**src/rtl/centroid_crosshair_if.sv**
```systemverilog
// centroid_crosshair_if
//   Pixel stream into the centroid/crosshair block and its results out.
//   slave  : the centroid_crosshair block (consumes pixels, drives results)
//   master : the upstream source / consumer side (drives pixels, reads results)
//   Pixel side : hcount_in, vcount_in, data_valid_in, mask_in, frame_done_in
//   Result side: x_out, y_out, centroid_valid_out, lost_out, busy_out, crosshair_out
interface centroid_crosshair_if;
  logic [10:0] hcount_in;
  logic [9:0]  vcount_in;
  logic        data_valid_in;
  logic        mask_in;
  logic        frame_done_in;
  logic [10:0] x_out;
  logic [9:0]  y_out;
  logic        centroid_valid_out;
  logic        lost_out;
  logic        busy_out;
  logic        crosshair_out;

  modport slave (
    input  hcount_in, vcount_in, data_valid_in, mask_in, frame_done_in,
    output x_out, y_out, centroid_valid_out, lost_out, busy_out, crosshair_out
  );

  modport master (
    output hcount_in, vcount_in, data_valid_in, mask_in, frame_done_in,
    input  x_out, y_out, centroid_valid_out, lost_out, busy_out, crosshair_out
  );
endinterface

```
**src/rtl/centroid_crosshair.sv**
```systemverilog
// centroid_crosshair
//   Accumulates the threshold mask of each camera frame, divides the
//   coordinate sums by the masked-pixel count (two parallel 32-step restoring
//   dividers) and publishes the centroid; draws a crosshair overlay bit
//   through the currently held centroid.
// Ports:
//   clk_in   : pixel clock, rising edge
//   rst_n_in : asynchronous active-low reset
//   pix      : centroid_crosshair_if.slave (pixel stream in, results out)
// Parameters: H_ACTIVE, V_ACTIVE (frame size), MIN_PIXELS (acceptance count).
// Build option: define CROSSHAIR_THICK_EN for 3-pixel-wide crosshair lines.
module centroid_crosshair #(
  parameter int H_ACTIVE   = 1280,
  parameter int V_ACTIVE   = 720,
  parameter int MIN_PIXELS = 16
) (
  input  logic                  clk_in,
  input  logic                  rst_n_in,
  centroid_crosshair_if.slave   pix
);

  localparam logic [1:0] ACCUM   = 2'd0;
  localparam logic [1:0] DIVIDE  = 2'd1;
  localparam logic [1:0] PUBLISH = 2'd2;

  logic [1:0]  state;
  logic [30:0] sum_x;
  logic [29:0] sum_y;
  logic [19:0] cnt;

  // Dividend registers shift out dividend bits at the top and collect
  // quotient bits at the bottom; after 32 steps they hold the quotient.
  logic [31:0] qx, qy;
  logic [19:0] rx, ry;
  logic [19:0] div_d;
  logic [4:0]  step_cnt;
  logic        lost_flag;

  logic [10:0] x_q;
  logic [9:0]  y_q;
  logic        lost_q;
  logic        xh_q;

  logic        hit;
  logic [30:0] snap_x;
  logic [29:0] snap_y;
  logic [19:0] snap_cnt;
  logic [20:0] rx_sh, ry_sh;
  logic        rx_ge, ry_ge;
  logic        near_x, near_y;

  // Snapshot includes a masked pixel arriving together with frame_done.
  always_comb begin
    hit      = pix.data_valid_in && pix.mask_in;
    snap_x   = sum_x + (hit ? {20'd0, pix.hcount_in} : '0);
    snap_y   = sum_y + (hit ? {20'd0, pix.vcount_in} : '0);
    snap_cnt = cnt + {19'd0, hit};
    rx_sh    = {rx, qx[31]};
    ry_sh    = {ry, qy[31]};
    rx_ge    = rx_sh >= {1'b0, div_d};
    ry_ge    = ry_sh >= {1'b0, div_d};
  end

`ifdef CROSSHAIR_THICK_EN
  // Widened by one bit so +1 at the top of the range cannot wrap.
  always_comb begin
    near_x = ({1'b0, pix.hcount_in} + 12'd1 >= {1'b0, x_q}) &&
             ({1'b0, pix.hcount_in} <= {1'b0, x_q} + 12'd1);
    near_y = ({1'b0, pix.vcount_in} + 11'd1 >= {1'b0, y_q}) &&
             ({1'b0, pix.vcount_in} <= {1'b0, y_q} + 11'd1);
  end
`else
  always_comb begin
    near_x = pix.hcount_in == x_q;
    near_y = pix.vcount_in == y_q;
  end
`endif

  always_ff @(posedge clk_in or negedge rst_n_in) begin
    if (!rst_n_in) begin
      state     <= ACCUM;
      sum_x     <= '0;
      sum_y     <= '0;
      cnt       <= '0;
      qx        <= '0;
      qy        <= '0;
      rx        <= '0;
      ry        <= '0;
      div_d     <= '0;
      step_cnt  <= '0;
      lost_flag <= 1'b0;
      x_q       <= 11'(H_ACTIVE / 2);
      y_q       <= 10'(V_ACTIVE / 2);
      lost_q    <= 1'b0;
      xh_q      <= 1'b0;
    end else begin
      // Accumulators clear on every frame_done, published or not.
      if (pix.frame_done_in) begin
        sum_x <= '0;
        sum_y <= '0;
        cnt   <= '0;
      end else if (hit) begin
        sum_x <= snap_x;
        sum_y <= snap_y;
        cnt   <= snap_cnt;
      end

      case (state)
        ACCUM: begin
          if (pix.frame_done_in) begin
            qx       <= {1'b0, snap_x};
            qy       <= {2'b0, snap_y};
            div_d    <= snap_cnt;
            rx       <= '0;
            ry       <= '0;
            step_cnt <= '0;
            if (snap_cnt >= 20'(MIN_PIXELS)) begin
              lost_flag <= 1'b0;
              state     <= DIVIDE;
            end else begin
              lost_flag <= 1'b1;
              state     <= PUBLISH;
            end
          end
        end
        DIVIDE: begin
          rx       <= rx_ge ? 20'(rx_sh - {1'b0, div_d}) : rx_sh[19:0];
          ry       <= ry_ge ? 20'(ry_sh - {1'b0, div_d}) : ry_sh[19:0];
          qx       <= {qx[30:0], rx_ge};
          qy       <= {qy[30:0], ry_ge};
          step_cnt <= step_cnt + 5'd1;
          if (step_cnt == '1) state <= PUBLISH;
        end
        PUBLISH: begin
          if (!lost_flag) begin
            x_q <= qx[10:0];
            y_q <= qy[9:0];
          end
          lost_q <= lost_flag;
          state  <= ACCUM;
        end
        default: state <= ACCUM;
      endcase

      xh_q <= pix.data_valid_in && (near_x || near_y);
    end
  end

  assign pix.x_out              = x_q;
  assign pix.y_out              = y_q;
  assign pix.lost_out           = lost_q;
  assign pix.crosshair_out      = xh_q;
  assign pix.busy_out           = state == DIVIDE;
  assign pix.centroid_valid_out = state == PUBLISH;

endmodule

```
**src/flat_wrapper.sv**
```systemverilog
// flat-port wrapper written by rule: the top's interface ports become plain ports
module centroid_crosshair_flat 
#(
  parameter int H_ACTIVE   = 1280,
  parameter int V_ACTIVE   = 720,
  parameter int MIN_PIXELS = 16
)
  (clk_in, rst_n_in, pix_hcount_in, pix_vcount_in, pix_data_valid_in, pix_mask_in, pix_frame_done_in, pix_x_out, pix_y_out, pix_centroid_valid_out, pix_lost_out, pix_busy_out, pix_crosshair_out);
  centroid_crosshair_if pix_i ();
  input  logic clk_in;
  input  logic rst_n_in;
  input wire logic [$bits(pix_i.hcount_in)-1:0] pix_hcount_in;
  input wire logic [$bits(pix_i.vcount_in)-1:0] pix_vcount_in;
  input wire logic [$bits(pix_i.data_valid_in)-1:0] pix_data_valid_in;
  input wire logic [$bits(pix_i.mask_in)-1:0] pix_mask_in;
  input wire logic [$bits(pix_i.frame_done_in)-1:0] pix_frame_done_in;
  output wire logic [$bits(pix_i.x_out)-1:0] pix_x_out;
  output wire logic [$bits(pix_i.y_out)-1:0] pix_y_out;
  output wire logic [$bits(pix_i.centroid_valid_out)-1:0] pix_centroid_valid_out;
  output wire logic [$bits(pix_i.lost_out)-1:0] pix_lost_out;
  output wire logic [$bits(pix_i.busy_out)-1:0] pix_busy_out;
  output wire logic [$bits(pix_i.crosshair_out)-1:0] pix_crosshair_out;
  assign pix_i.hcount_in = pix_hcount_in;
  assign pix_i.vcount_in = pix_vcount_in;
  assign pix_i.data_valid_in = pix_data_valid_in;
  assign pix_i.mask_in = pix_mask_in;
  assign pix_i.frame_done_in = pix_frame_done_in;
  assign pix_x_out = pix_i.x_out;
  assign pix_y_out = pix_i.y_out;
  assign pix_centroid_valid_out = pix_i.centroid_valid_out;
  assign pix_lost_out = pix_i.lost_out;
  assign pix_busy_out = pix_i.busy_out;
  assign pix_crosshair_out = pix_i.crosshair_out;
  centroid_crosshair #(.H_ACTIVE(H_ACTIVE), .V_ACTIVE(V_ACTIVE), .MIN_PIXELS(MIN_PIXELS)) u_core (.clk_in(clk_in), .rst_n_in(rst_n_in), .pix(pix_i));
endmodule
```
**config.mk**
```make
export PLATFORM = sky130hd
export DESIGN_NAME = centroid_crosshair_flat
export DESIGN_NICKNAME = d
export VERILOG_FILES = /design/src/rtl/centroid_crosshair_if.sv /design/src/rtl/centroid_crosshair.sv /design/src/flat_wrapper.sv
export SDC_FILE = /design/constraint.sdc
export NUM_CORES = 1
export LEC_CHECK = 0
export BUFFER_PORTS_ARGS = -buffer_cell sky130_fd_sc_hd__buf_4
export CAP_MARGIN = 20
export CELL_PAD_IN_SITES_DETAIL_PLACEMENT = 0
export CELL_PAD_IN_SITES_GLOBAL_PLACEMENT = 2
export CORE_UTILIZATION = 30
export CTS_CLUSTER_SIZE = 40
export DETAILED_ROUTE_END_ITERATION = 16
export PLACE_DENSITY_LB_ADDON = 0.1
export SETUP_SLACK_MARGIN = 0.1
export SLEW_MARGIN = 40
export SYNTH_ARGS = -nofsm -noshare
export SYNTH_HDL_FRONTEND = slang
export SYNTH_SLANG_ARGS = --single-unit
export TNS_END_PERCENT = 100
```
**constraint.sdc**
```tcl
create_clock -name clk_in -period 5.3 [get_ports clk_in]
set_input_delay 1.06 -clock clk_in [delete_from_list [all_inputs] [get_ports clk_in]]
set_output_delay 1.06 -clock clk_in [all_outputs]
set_load 0.005 [all_outputs]
```
======== Yosys cells after proc, flatten, opt, wreduce, memory -nomap -nowiden ========
Index checks and enable logic that the tools add are counted.
storage, ports and cells
  input bits .............................. 26
  output and inout bits ................... 25
  register bits after elaboration ......... 236
cells by class
  bitwise operators ....................... 1
  reductions and logical operators ........ 10
  $lt $le $gt $ge ......................... 3
  equal/unequal tests ..................... 7
  add/subtract/negate cells ............... 6
  multiplexer cells ....................... 24
operators by type and width
  cell                                                  count
  one-hot mux 32 bit (2 select lines)                   2
  two-way mux 20 bit                                    5
  one-hot mux 20 bit (2 select lines)                   2
  two-way mux 32 bit                                    2
  two-way mux 31 bit                                    2
  two-way mux 30 bit                                    2
  >= comparator 21 x 20 -> 1 bit                        2
  subtractor 20 bit                                     2
  adder 31 bit                                          1
  adder 30 bit                                          1
  adder 20 x 1 -> 20 bit                                1
  >= comparator 20 x 5 -> 1 bit, second input constant  1
  == test 11 bit                                        1
  two-way mux 11 bit                                    1
  == test 10 bit                                        1
  two-way mux 10 bit                                    1
  one-hot mux 5 bit (2 select lines)                    1
  AND reduction 2 bit                                   4
  two-way mux 2 bit                                     3
  adder 5 x 1 -> 5 bit, second input constant           1
  == test 5 bit, second input constant                  1
  two-way mux 5 bit                                     1
  one-hot mux 2 bit (2 select lines)                    1
  nonzero test 2 bit                                    2
  other kinds (9)                                       10

======== Depth between registers and ports, before layout ========
  depth in word-level cells ............... 6
  mapped depth ............................ 17

======== Worst setup path after synthesis ========
Ideal clock, no wire load.
  path kind ............................... in2reg
  start point ............................. input pix_data_valid_in
  end point ............................... register u_core.sum_y[28]
  arrival time ............................ 3.884 ns
  path slack .............................. 1.291 ns
  buffers on the path ..................... 2
  library setup time ...................... 0.125 ns
  stages .................................. 14
  required time ........................... 5.175 ns
  cell sequence ........................... nand2_1 -> inv_1 -> clkbuf_1 -> clkbuf_1 -> nand2_1 -> fa_1 -> nor2b_1 -> o21a_1 -> o21ai_1 -> a211oi_2 -> a41o_1 -> nand4_1 -> nor4_1 -> mux2_2
on the way
  word-level cells in the longest chain between the ends .. 5
ends and longest elaborated chain
  item                    line                       text
  start: declaration      flat_wrapper.sv:14         input wire logic [$bits(pix_i.data_valid_in)-1:0] pix_data_valid_in;
  logical AND 1 bit (*)   centroid_crosshair.sv:54   hit = pix.data_valid_in && pix.mask_in;
  two-way mux 10 bit      centroid_crosshair.sv:56   snap_y = sum_y + (hit ? {20'd0, pix.vcount_in} : '0);
  adder 30 bit            centroid_crosshair.sv:56
  two-way mux 30 bit      centroid_crosshair.sv:102  end else if (hit) begin
  two-way mux 30 bit      centroid_crosshair.sv:98   if (pix.frame_done_in) begin
  end signal: assignment  centroid_crosshair.sv:104  sum_y <= snap_y;
  end: declaration        centroid_crosshair.sv:28   logic [29:0] sum_y;
Mark *: on every way between the ends. The rest lies on a longest branch, timed or not. The select of a mux whose other input is x is not followed.
A chain may end at the register's enable or synchronous reset.

======== Worst setup path in the final report ========
  start point ............................. input pix_data_valid_in
  end point ............................... register u_core.state[1]
on the way
  word-level cells in the longest chain between the ends .. 6
ends and longest elaborated chain
  item                                line                       text
  logical AND 1 bit                   centroid_crosshair.sv:54
  adder 20 x 1 -> 20 bit              centroid_crosshair.sv:57   snap_cnt = cnt + {19'd0, hit};
  >= comparator 20 x 5 -> 1 bit       centroid_crosshair.sv:117  if (snap_cnt >= 20'(MIN_PIXELS)) begin
  two-way mux 2 bit                   centroid_crosshair.sv:117
  two-way mux 2 bit                   centroid_crosshair.sv:110  if (pix.frame_done_in) begin
  one-hot mux 2 bit (2 select lines)  centroid_crosshair.sv:108  case (state)
  end signal: assignment              centroid_crosshair.sv:119  state <= DIVIDE;
  end signal: assignment              centroid_crosshair.sv:122  state <= PUBLISH;
  end signal: assignment              centroid_crosshair.sv:132  if (step_cnt == '1) state <= PUBLISH;
  end: declaration                    centroid_crosshair.sv:26   logic [1:0] state;
No other way between the ends. The select of a mux whose other input is x is not followed.

==> summary.md <==
| Metric | Value |
|---|---|
| Status | finished clean |
| Synth Instances | approximately 1600 |
| Period utilisation layout | ~76% |
| Row count | 80 |
| Pwr Density | 284 nW/um^2 |
| Mean Syn Cell Area | between 9 and 10 sq um |
| Post-route ant nets | 0 |
| Total congestion overflow | 0 |
| Ranking of synthesized cells by area | dfrtp_1 (39%), ha_1 (5.6%), xnor2_1 (5.5%) |
| EDFF count, synth | 0 |
| Max Slew Vio Count | 0 |
| CTS Sinks | between 200 and 250 |
| Synth Flop Type | dfrtp_1 |
| Least-Margin Pin Slew | about 820 ps |
| Post-synthesis async set-or-reset flop share | between 90% and 100% |
| Die H | 224 um |
| Synth warn | 0 |
| First-pass GRT wire length | roughly 70 mm |
| DR pass1 iterations | 4 |
| Initial antenna violation count | 0 |
| H-tree levels | 1 |
| Synth unique cells | 79 |
| # DRC | 0 |
| Top sig layer | met4 |
| Root buf cell | clkbuf_16 |
| Max clock buf depth | 3 |
| Placed Area | 15800 sq um |
| Final wirelength | 44.0 mm |
| Fin. Hold Viols | 0 |
| Switch share | between 20% and 30% |
| Met2 wire len | roughly 19 mm |
| Synth top area share | between 30% and 40% |
| Unrepaired setup endpoints after global routing | false |
| M1 WL | between 20 and 25 mm |
| Combinational share of power | 13.5% |
| Highest fanout seen on the critical path | 21 |
| Sequential share of power | ~43% |
| Commonest cells after routing, fill and taps aside | dfrtp_1 (230), nand2_1 (141), nor2_1 (126), o21ai_0 (118), xnor2_1 (92) |
| Register bit total from synthesis | between 200 and 250 |
| CTS tree | done |
| Ratio of cells with drive above 1 in the final layout | a little under an eighth |
| Slew headroom | 45.2% |
| Average vias per placed instance | about 5.0 |
| Number of global-route vias before repair | 11900 |
| Die area | 50100 sq um |
| Cell breakdown of the critical path | buf_4 -> nand2_2 -> inv_1 -> ha_1 -> ha_1 -> nand4_1 -> nor3_2 -> nand2_1 -> mux2i_1 -> o21a_1 -> nor4_1 -> buf_4 -> and2_1 -> a21o_1 |
| Worst Setup End Kind | register |
| Final min period | 4030 ps |
| Clock Power Share | ~44% |
| Post-synthesis cell area | ~15000 sq um |
| N_diodes | 0 |
| Sequential cell area fraction in the yosys report | about two fifths |
| Number of port buffers | 50 |
| Post-synth top area cell | dfrtp_1 |
| Wire length on met3 | approximately 1.4 mm |
| Post-synth net total | roughly 1700 |
| CP Launch Type | primary input |
| Hpwl dp | a little over 30 mm |
| Setup_tns | 0 ps |
| Net Switching | 0.00129 W |
| Worst-Skew Late Latency | 560 ps |
| GP Congestion | 0.784 |
| Maximum vdd ir drop | 0.000217 V |
| First DRT Iteration DRCs | between 600 and 700 |
| Top Ports | just over 50 |
| CTS Buf Count | 29 |
| Effective utilization at floorplan | a little under a third |
| Post-CTS Setup Inserts | 0 |
| Internal Pwr Total | 0.00346 W |
| Largest net degree at the start of global routing | ~120 |
| Core Region | 48100 sq um |
| Cell family with most CP delay | simple AND/OR/NAND/NOR gates |
| Post_cts resized | 0 |
| Worst Hold Class | in -> async |
| Worst path bufs/invs | 3 |
| Max incr delay on CP | 480 ps |
| Final setup viols | 0 |
| Drt wl/cell | about 19 um |
| LEAKAGE | ~7.3 nW |
| Fmax | around 250 MHz |
| Worst path arrival time | 4530 ps |
| Via count | 11600 |
| Layout area overhead | 13.4% |
| Fillcell total | slightly below 5000 |
| NumNets Final | approximately 1700 |
| Multi-input gate area | 8230 sq um |
| Commonest non-fill, non-tap cell in the layout | dfrtp_1 |
| Worst EP required | just under 6000 ps |
| WS Path Type | in -> reg |
| Clock Skews | around 16 ps |
| DIE WIDTH | approximately 220 um |
| Slowest cell on crit path | nor4_1 |
| Final instance area | 16700 sq um |
| Max cap viols | 0 |
| Hold buffer count at CTS | 0 |
| Total GRT Usage | about 18% |
| Reg area | ~6000 sq um |
| Clock-pin slew on the worst setup and hold paths | around 60 ps |
[layer usage]
layer | up-vias | track usage (%)
li1 | 5774 | -
met3 | 43 | 2.47
met1 | 5675 | 26.8
met5 | - | 0
met2 | 115 | 27.1
met4 | 0 | 3.25
[sequential cells by signal, indices dropped and copies added (netlist names)]
signal                    flops
u_core.pix.crosshair_out      1
u_core.qy                    32
u_core.rx                    20
u_core.cnt                   20
u_core.div_d                 20
u_core.sum_y                 30
u_core.pix.lost_out           1
u_core.qx                    32
u_core.step_cnt               5
u_core.sum_x                 31
u_core.pix.y_out             10
u_core.lost_flag              1
u_core.state                  2
u_core.pix.x_out             11
u_core.ry                    20
[Yosys cell counts, types with 13 or more instances]
master and count:
a21o_1 17, a21oi_1 82, a22oi_1 54, and3_1 38, buf_2 18, clkbuf_1 63
dfrtp_1 230, ha_1 66, inv_1 62, mux2_2 26, mux2i_1 31, nand2_1 144
nand3_1 48, nand4_1 28, nor2_1 128, nor2b_1 15, nor3_1 37, nor4_1 15
o21a_1 13, o21ai_0 118, o21ai_1 29, o22ai_1 14, or3_1 15, xnor2_1 92
xor2_1 72
[logic make-up (layout without fill, tap and decap cells)]
logic type                 after synthesis  after routing  share of synthesized area, %
adders and majority gates               70             70                          6.14
and+or+nand+nor                        522            522                          17.4
DFF                                    236            236                          40.1
xor gates and xnor gates               164            164                          9.74
buffers and inverters                  158            184                          4.32
muxes                                   57             57                          4.09
AOI/OAI and AO/OA                      413            413                          18.2
[power groups by stage]
stage	clock network [W]	registers [W]	logic (W)
2_1_floorplan	0	0.00201	0.000375
3_3_place_gp	0	0.00207	0.000646
3_5_place_dp	0	0.00207	0.000651
4_1_cts	0.00216	0.00204	0.000654
5_1_grt	0.00223	0.00205	0.000708
6_report	0.00207	0.00204	0.000639
[final cells by class]
class                           instances  share of cell area (%)
Multi-Input combinational cell       1226                    49.2
Tap cell                              656                    4.91
Sequential cell                       236                    35.3
Inverter                               63                    1.41
Clock buffer                           43                    4.95
Timing Repair Buffer                   69                    3.34
Clock inverter                          9                   0.882
[stage by stage]
step                power (W)  std cells  worst slack [ps]  hold WS, ps  util [%]
floorplan             0.00238       1620              1290          450         -
global placement      0.00271       2249               730          465      32.7
detailed placement    0.00272       2250               602          475      32.7
CTS                   0.00485       2302              1190          465      34.8
global route          0.00499       2302               941          478      34.8
finish                0.00475       2302              1270          447      34.8
[final timing paths]
kind,start,end,slack (ps),depth (start not counted)
max in group asynchronous,rst_n_in,u_core.qx[13]$_DFFE_PN0P_,3640,2
min in group clk_in,u_core.div_d[18]$_DFFE_PN0P_,u_core.div_d[18]$_DFFE_PN0P_,480,2
hold / removal,rst_n_in,u_core.rx[18]$_DFFE_PN0P_,450,1
setup / recovery,pix_data_valid_in,u_core.state[1]$_DFFE_PN0P_,1270,14
setup reg to reg,u_core.div_d[1]$_DFFE_PN0P_,u_core.ry[10]$_DFFE_PN0P_,2000,11
hold reg to reg,u_core.div_d[18]$_DFFE_PN0P_,u_core.div_d[18]$_DFFE_PN0P_,480,2
(Power assumes the default switching activity.)
